==> config.mk <==
export PLATFORM = sky130hd
export DESIGN_NAME = uart_cmd_seq
export DESIGN_NICKNAME = d
export VERILOG_FILES = /design/src/rtl/uart_cmd_pkg.sv /design/src/rtl/uart_cmd_seq_gap_timer.sv /design/src/rtl/uart_cmd_seq.sv
export SDC_FILE = /design/constraint.sdc
export NUM_CORES = 1
export LEC_CHECK = 0
export CORE_MARGIN = 2
export CORE_UTILIZATION = 45
export DETAILED_ROUTE_END_ITERATION = 10
export GPL_ROUTABILITY_DRIVEN = 0
export GPL_TIMING_DRIVEN = 0
export PLACE_DENSITY = 0.69
export SYNTH_ARGS = -nofsm -noshare
export SYNTH_HDL_FRONTEND = slang
export SYNTH_SLANG_ARGS = --single-unit
==> constraint.sdc <==
create_clock -name clk -period 1.9 [get_ports clk]
set_clock_uncertainty 0.05 [all_clocks]
set_input_delay 0.19 -clock clk [delete_from_list [all_inputs] [get_ports clk]]
set_output_delay 0.19 -clock clk [all_outputs]
set_load 0.02 [all_outputs]
==> src/rtl/uart_cmd_pkg.sv <==
// uart_cmd_pkg: shared state encoding and timing constants for the UART command sequencer
package uart_cmd_pkg;
  typedef enum logic [1:0] {IDLE, GET_HI, GET_LO} cmd_state_t;
  localparam int FRAME_BYTES = 3;
  localparam int BIT_CLKS = 2604;
endpackage

==> src/rtl/uart_cmd_seq_gap_timer.sv <==
// gap_timer: counts clocks between frame bytes while enabled and flags the last allowed clock
module gap_timer #(
  parameter int TIMEOUT_CLKS = 31248,
  parameter int TMR_W = 15
) (
  input  logic clk,
  input  logic rst,
  input  logic clr,
  input  logic en,
  output logic expired
);
  logic [TMR_W-1:0] tmr_q, tmr_d;
  assign expired = en & (tmr_q == TMR_W'(TIMEOUT_CLKS - 1));
  always_comb tmr_d = (clr | ~en) ? '0 : tmr_q + TMR_W'(1);
  always_ff @(posedge clk or posedge rst)
    if (rst) tmr_q <= '0;
    else tmr_q <= tmr_d;
endmodule

==> src/rtl/uart_cmd_seq.sv <==
// uart_cmd_seq: assembles opcode/data_hi/data_lo bytes from the UART receiver into command words
module uart_cmd_seq
  import uart_cmd_pkg::*;
#(
  parameter int TIMEOUT_CLKS = 12 * BIT_CLKS,
  parameter int TMR_W = 15
) (
  input  logic        clk,
  input  logic        rst,
  input  logic        rx_rdy,
  input  logic [7:0]  rx_data,
  output logic        rx_rdy_clr,
  input  logic        clr_cmd_rdy,
  output logic [7:0]  cmd,
  output logic [15:0] data,
  output logic        cmd_rdy,
  output logic        timeout
);
  cmd_state_t state_q, state_d;
  logic [7:0] hold_cmd_q, hold_cmd_d, hold_hi_q, hold_hi_d, cmd_q, cmd_d;
  logic [15:0] data_q, data_d;
  logic rx_rdy_clr_q, rx_rdy_clr_d, cmd_rdy_q, cmd_rdy_d, timeout_q, timeout_d;
  logic accept, expired;
  // the pending clear pulse masks rx_rdy so a byte is taken only once
  assign accept = rx_rdy & ~rx_rdy_clr_q;
  gap_timer #(.TIMEOUT_CLKS(TIMEOUT_CLKS), .TMR_W(TMR_W)) u_gap_timer (
    .clk(clk),
    .rst(rst),
    .clr(accept | expired),
    .en(state_q != IDLE),
    .expired(expired)
  );
  always_comb begin
    state_d = state_q;
    hold_cmd_d = hold_cmd_q;
    hold_hi_d = hold_hi_q;
    cmd_d = cmd_q;
    data_d = data_q;
    cmd_rdy_d = cmd_rdy_q & ~clr_cmd_rdy;
    rx_rdy_clr_d = accept;
    timeout_d = expired & ~accept;
    if (accept)
      case (state_q)
        IDLE: begin
          hold_cmd_d = rx_data;
          cmd_rdy_d = 1'b0;
          state_d = GET_HI;
        end
        GET_HI: begin
          hold_hi_d = rx_data;
          state_d = GET_LO;
        end
        default: begin
          cmd_d = hold_cmd_q;
          data_d = {hold_hi_q, rx_data};
          cmd_rdy_d = 1'b1;
          state_d = IDLE;
        end
      endcase
    else if (expired) state_d = IDLE;
  end
  always_ff @(posedge clk or posedge rst)
    if (rst) begin
      state_q <= IDLE;
      hold_cmd_q <= '0;
      hold_hi_q <= '0;
      cmd_q <= '0;
      data_q <= '0;
      cmd_rdy_q <= 1'b0;
      rx_rdy_clr_q <= 1'b0;
      timeout_q <= 1'b0;
    end else begin
      state_q <= state_d;
      hold_cmd_q <= hold_cmd_d;
      hold_hi_q <= hold_hi_d;
      cmd_q <= cmd_d;
      data_q <= data_d;
      cmd_rdy_q <= cmd_rdy_d;
      rx_rdy_clr_q <= rx_rdy_clr_d;
      timeout_q <= timeout_d;
    end
  assign rx_rdy_clr = rx_rdy_clr_q;
  assign cmd = cmd_q;
  assign data = data_q;
  assign cmd_rdy = cmd_rdy_q;
  assign timeout = timeout_q;
endmodule
==> results of run 1 <==
==> flip-flops by register name (all words and copies together) (netlist names) <==
signal / cells
hold_hi_q: 8
rx_rdy_clr: 1
timeout: 1
u_gap_timer.tmr_q: 15
hold_cmd_q: 8
data: 16
state_q: 2
cmd: 8
cmd_rdy: 1
==> routing by layer <==
| layer | routed length (um) | GRT usage |
|---|---|---|
| met1 | 2020 | 0.208 |
| met2 | 2110 | 0.266 |
| met3 | 229 | 0.0756 |
| met4 | 62 | 0.0643 |
| met5 | 0 | 0 |
==> synth_stat cells <==
master / n
a21oi_1: 1
and2_1: 1
and4_1: 1
buf_2: 2
buf_6: 1
clkbuf_2: 1
dfrtp_1: 60
ha_1: 1
inv_1: 5
mux2_2: 40
nand2_1: 6
nand2b_1: 2
nand3_1: 5
nand3b_2: 1
nand4_1: 5
nor2_1: 18
nor3_1: 3
nor3_2: 1
nor3b_2: 1
nor4_1: 5
nor4b_2: 2
o21bai_1: 2
o31ai_4: 1
xnor2_1: 8
xor2_1: 5
==> worst min-delay path by stage <==
stage | startpoint | endpoint
after floorplan | rx_data[0] | data[0]
after global routing | rst | cmd[7]
after detailed placement | u_gap_timer.tmr_q[0] | u_gap_timer.tmr_q[0]
after CTS | rst | data[5]
after global placement | u_gap_timer.tmr_q[0] | u_gap_timer.tmr_q[0]
final | rst | cmd[7]
==> timing repair <==
| item | 4_1_cts | 5_1_grt |
|---|---|---|
| gates resized for setup | 3 | 1 |
| endpoints found under the setup margin | 16 | 8 |
| buffers inserted | 0 | 0 |
==> worst reg2reg max path: stages, from the launching register on <==
cell	delay (ns)
dfrtp_1	0.34
nand2b_1	0.29
inv_1	0.15
nand2_2	0.20
buf_2	0.29
mux2_2	0.38
==> power by group <==
| group | total [mW] | switching, mW | internal [mW] |
|---|---|---|---|
| sequential | 2.01 | 0.251 | 1.76 |
| combinational | 1.70 | 0.770 | 0.935 |
| clock | 1.25 | 0.483 | 0.767 |
==> kinds of logic after synthesis <==
| group | count (synthesis) |
|---|---|
| xor gates and xnor gates | 13 |
| and+or+nand+nor | 51 |
| muxes | 40 |
| adders and majority gates | 1 |
| buffers and inverters | 9 |
| DFF | 60 |
| AOI/OAI and AO/OA | 4 |
==> final cells by class <==
cell class / instances / share of cell area
clock inverters: 5 / 0.0237
plain buffers: 4 / 0.00908
inverters: 5 / 0.00592
well taps: 70 / 0.0276
clock buffers: 11 / 0.0446
flip-flops and latches: 60 / 0.474
repair buffers: 39 / 0.126
multi-input cells: 109 / 0.289
==> impl_metrics.env, run 1 <==
export IMPL_final_cells=303
export IMPL_tns_ns=0
export IMPL_cts_root_buf="clkbuf_8"
export IMPL_seq_area_frac_synth=0.613
export IMPL_drv_slew=0
export IMPL_cp_endpoint="data[14]"
export IMPL_cts_htree_levels=3
export IMPL_path_class="flip-flop to flip-flop"
export IMPL_fin_nets=241
export IMPL_rr_worst_depth=5
export IMPL_grt_pass1_vias=1630
export IMPL_synthesis_nets=191
export IMPL_drv_cap=0
export IMPL_crit_family="simple AND/OR/NAND/NOR gates"
export IMPL_ys_ff_latch=60
export IMPL_core_area_sq_mm=0.00517
export IMPL_utilization=0.613
export IMPL_status="finished clean"
export IMPL_wl_mm=4.42
export IMPL_crit_required_ns=2.07
export IMPL_crit_buf_inv=2
export IMPL_first_iter_violations=38
export IMPL_path_clk_slew_ns=0.06
export IMPL_min_path_type="input pin to async pin"
export IMPL_r2r_setup_slack_ns=0.09
export IMPL_cts_hold_buf=0
export IMPL_cp_slowest_stage_delay_ns=0.38
export IMPL_fin_hold_ws_ns=0.157
export IMPL_synth_mux_area_frac=0.184
export IMPL_cts_sinks=60
export IMPL_multi_input_area_sq_um=917
export IMPL_place_area_sq_mm=0.00294
export IMPL_num_rows=26
export IMPL_synth_cell_types=25
export IMPL_setup_worst_path_start="rx_rdy_clr"
export IMPL_routed_via_density=4.96
export IMPL_start_util=0.473
export IMPL_hold_viol_final=0
export IMPL_wl_per_cell_um=14.6
export IMPL_synth_compound_area_frac=0.0169
export IMPL_cp_start_kind="flip-flop"
export IMPL_synth_top_family_by_area="multiplexers"
export IMPL_setup_slack_ns=0.0881
export IMPL_pre_cts_slack_ns=-0.240
export IMPL_crit_fanout=10
export IMPL_total_leakage_power_nw=1.33
export IMPL_syn2layout_area_growth_pct=29.5
export IMPL_cts_buffer_depth=2
export IMPL_cp_cell_sequence="nand2b_1 > inv_1 > nand2_2 > buf_2 > mux2_2"
export IMPL_io_buffers=38
export IMPL_vdd_ir_drop_max_v=0.000856
export IMPL_dr_pass1_iters=4
export IMPL_vias=1503
export IMPL_worst_slew_margin_rel=0.614
export IMPL_drc=0
export IMPL_synth_top_area_frac=0.613
export IMPL_numCtsBuffers=9
export IMPL_dieWidth_um=77.8
export IMPL_design_area_sq_mm=0.00317
export IMPL_yosysWarnings=0
export IMPL_synth_simple_area_share=0.116
export IMPL_regToRegStartpoint="rx_rdy_clr"
export IMPL_grt_pass1_wl_mm=7.80
export IMPL_dieArea_sq_mm=0.00605
export IMPL_ant_nets=0
export IMPL_yosys_area_share_adder=0.00511
export IMPL_slowest_stage="mux2_2"
export IMPL_powerDensity_mw_per_mm2=1570
export IMPL_fillers=427
export IMPL_die_h_um=77.8
export IMPL_placedCellCount=287
export IMPL_synthXorXnorAreaFrac=0.0465
export IMPL_clock_latency_ns=0.34
export IMPL_drive_gt1_frac=0.292
export IMPL_yosys_area_top_type="dfrtp_1"
export IMPL_period_minus_slack_ns=1.81
export IMPL_synthTopCellsByArea="dfrtp_1 (61%), mux2_2 (18%), xnor2_1 (2.9%)"
export IMPL_syn_avg_cell_area_sq_um=13.8
export IMPL_power_mw=4.96
export IMPL_synth_cells=178
export IMPL_final_common_cell="dfrtp_1"
export IMPL_grt_usage=0.171
export IMPL_final_cell_mix="dfrtp_1 (60), mux2_2 (40), clkdlybuf4s50_1 (38)"
export IMPL_critPathArrivalTime_ns=1.98
export IMPL_post_dp_hpwl_mm=2.97
export IMPL_rsz0062_at_grt="false"
export IMPL_cts_tree="done"
export IMPL_antenna_found_initial=0
export IMPL_cp_depth=5
export IMPL_io_pins=39
export IMPL_syn_area_sq_mm=0.00245
export IMPL_grt_max_degree=39
export IMPL_rr_endpoint="data[14]"
export IMPL_worst_pin_slew_ns=0.577
export IMPL_end_kind="flip-flop"
export IMPL_grt_ovfl_total=0
export IMPL_diodes=0
export IMPL_setup_violations=0
export IMPL_regArea_sq_mm=0.00150
export IMPL_finalCritPeriodShare=0.954
export IMPL_fmax_mhz=552
Power figures use the tool's default switching activity.
==> inputs of run 2 (changes only) <==
--- a/config.mk
+++ b/config.mk
@@ -12,3 +12,3 @@
 export GPL_TIMING_DRIVEN = 0
-export PLACE_DENSITY = 0.69
+export PLACE_DENSITY = 0.71
 export SYNTH_ARGS = -nofsm -noshare
==> constraint.sdc (replaced) <==
create_clock -name clk -period 1.9 [get_ports clk]
set_clock_uncertainty 0.05 [all_clocks]
set_input_delay 0.38 -clock clk [delete_from_list [all_inputs] [get_ports clk]]
set_output_delay 0.38 -clock clk [all_outputs]
set_load 0.02 [all_outputs]
==> run 2 against run 1 <==
  * The run now ends with negative setup slack left
  * Worst setup slack got worse by 0.11 ns
  * Final area decreased by 0.28%
  * Critical endpoint is now hold_cmd_q[3]
  * Sequential share of layout area increased by 0.13 points
  * Fmax decreased by 5.7%
  * Critical path depth decreased by 1
  * Power decreased by 0.91%
  * Largest power group unchanged
  * Sequential power about the same
  * Flip-flop and latch count unchanged
  * Utilization decreased by 0.17 points
==> impl_metrics.env, run 2 (synthesis gave the netlist of run 1 again) <==
export IMPL_routed_via_density=4.96
export IMPL_antenna_found_initial=0
export IMPL_largest_register_ff_count=16
export IMPL_min_path_type="input pin to async pin"
export IMPL_cp_slowest_stage_delay_ns=0.68
export IMPL_hold_viol_final=0
export IMPL_dieArea_sq_mm=0.00605
export IMPL_numCtsBuffers=9
export IMPL_critPathArrivalTime_ns=2.08
export IMPL_post_dp_hpwl_mm=2.84
export IMPL_dieWidth_um=77.8
export IMPL_dr_pass1_iters=4
export IMPL_vias=1502
export IMPL_rsz0062_at_grt="true"
export IMPL_first_iter_violations=58
export IMPL_path_clk_slew_ns=0.07
export IMPL_crit_buf_inv=1
export IMPL_diodes=0
export IMPL_ant_nets=0
export IMPL_total_leakage_power_nw=1.31
export IMPL_crit_family="simple AND/OR/NAND/NOR gates"
export IMPL_grt_usage=0.160
export IMPL_grt_pass1_wl_mm=7.47
export IMPL_cts_buffer_depth=2
export IMPL_final_cell_mix="dfrtp_1 (60), mux2_2 (40), clkdlybuf4s50_1 (38)"
export IMPL_rr_endpoint="hold_cmd_q[3]"
export IMPL_finalCritPeriodShare=1.01
export IMPL_start_util=0.473
export IMPL_vdd_ir_drop_max_v=0.000951
export IMPL_regToRegStartpoint="rx_rdy_clr"
export IMPL_grt_ovfl_total=0
export IMPL_rr_worst_depth=3
export IMPL_cts_tree="done"
export IMPL_powerDensity_mw_per_mm2=1560
export IMPL_drive_gt1_frac=0.292
export IMPL_setup_slack_ns=-0.0214
export IMPL_fin_nets=241
export IMPL_period_minus_slack_ns=1.92
export IMPL_grt_pass1_vias=1590
export IMPL_end_kind="flip-flop"
export IMPL_status="complete, but fails checks"
export IMPL_path_class="input pin to flip-flop"
export IMPL_power_mw=4.92
export IMPL_worst_pin_slew_ns=0.855
export IMPL_pre_cts_slack_ns=-0.424
export IMPL_violations="negative setup slack"
export IMPL_worst_slew_margin_rel=0.427
export IMPL_syn2layout_area_growth_pct=29.1
export IMPL_cp_start_kind="input pin"
export IMPL_cp_cell_sequence="clkdlybuf4s50_1 > nand2b_1 > nor3_2 > mux2_2"
export IMPL_cts_sinks=60
export IMPL_design_area_sq_mm=0.00316
export IMPL_fmax_mhz=520
export IMPL_wl_mm=4.26
export IMPL_crit_fanout=10
export IMPL_final_common_cell="dfrtp_1"
export IMPL_wl_per_cell_um=14.0
export IMPL_die_h_um=77.8
export IMPL_num_rows=26
export IMPL_grt_max_degree=61
export IMPL_setup_violations=8
export IMPL_clock_latency_ns=0.32
export IMPL_crit_required_ns=2.06
export IMPL_io_buffers=38
export IMPL_drv_slew=0
export IMPL_slowest_stage="nor3_2"
export IMPL_cts_htree_levels=3
export IMPL_core_area_sq_mm=0.00517
export IMPL_cts_root_buf="clkbuf_8"
export IMPL_drc=0
export IMPL_drv_cap=0
export IMPL_io_pins=39
export IMPL_place_area_sq_mm=0.00292
export IMPL_r2r_setup_slack_ns=0.04
run 2: final cells by class:
type	count	area, sq um
plain buffers	4	28.8
clock buffers	10	128
clock inverters	6	88.8
fillers	421	2010
inverters	5	22.5
multi-input cells	109	905
flip-flops and latches	60	1500
well taps	70	87.6
repair buffers	39	400
run 2: repair_timing:
| item | 4_1_cts | 5_1_grt |
|---|---|---|
| resized for setup | 0 | 2 |
| hold buffers | 0 | 0 |
| setup endpoints to repair | 16 | 42 |
| pin swaps | 0 | 1 |
| buffers inserted | 0 | 0 |
run 2: where the power goes:
part	total [mW]	switching, mW	internal (mW)
Sequential	1.99	0.237	1.76
Clock	1.24	0.498	0.738
Combinational	1.69	0.763	0.927
Total	4.92	1.50	3.42
run 2: per-layer routing:
metal | wire length, um | up-vias | share of wire | track usage
li1 | - | 722 | - | -
met1 | 2060 | 753 | 0.48 | 0.206
met3 | 185 | 2 | 0.043 | 0.0535
met4 | 17 | 0 | 0.0040 | 0.0750
met2 | 1990 | 25 | 0.47 | 0.245
met5 | 0 | - | 0 | 0
run 2: per-stage QoR:
stage          instances  hold WS [ns]  setup TNS [ns]   util
2_1_floorplan        178         0.393               0      -
3_3_place_gp         286         0.415          -13.02  0.565
3_5_place_dp         286         0.418          -13.38  0.565
4_1_cts              302         0.426          -0.247  0.606
5_1_grt              303         0.332           -1.34  0.611
6_report             303         0.336          -0.121  0.611
run 2: worst register-to-register path, cell delays in order, from the launching register on:
cell	delay, ns
dfrtp_1	0.38
nand2b_1	0.22
nor3_2	0.68
mux2_2	0.42
run 2: worst max path at each step:
stage               startpoint             to  cells past startpoint
floorplan           rx_rdy_clr   hold_hi_q[0]                      3
global placement        rx_rdy  hold_cmd_q[3]                      4
detailed placement      rx_rdy  hold_cmd_q[3]                      4
CTS                     rx_rdy  hold_cmd_q[3]                      4
global route            rx_rdy   hold_hi_q[2]                      4
finish                  rx_rdy  hold_cmd_q[3]                      4
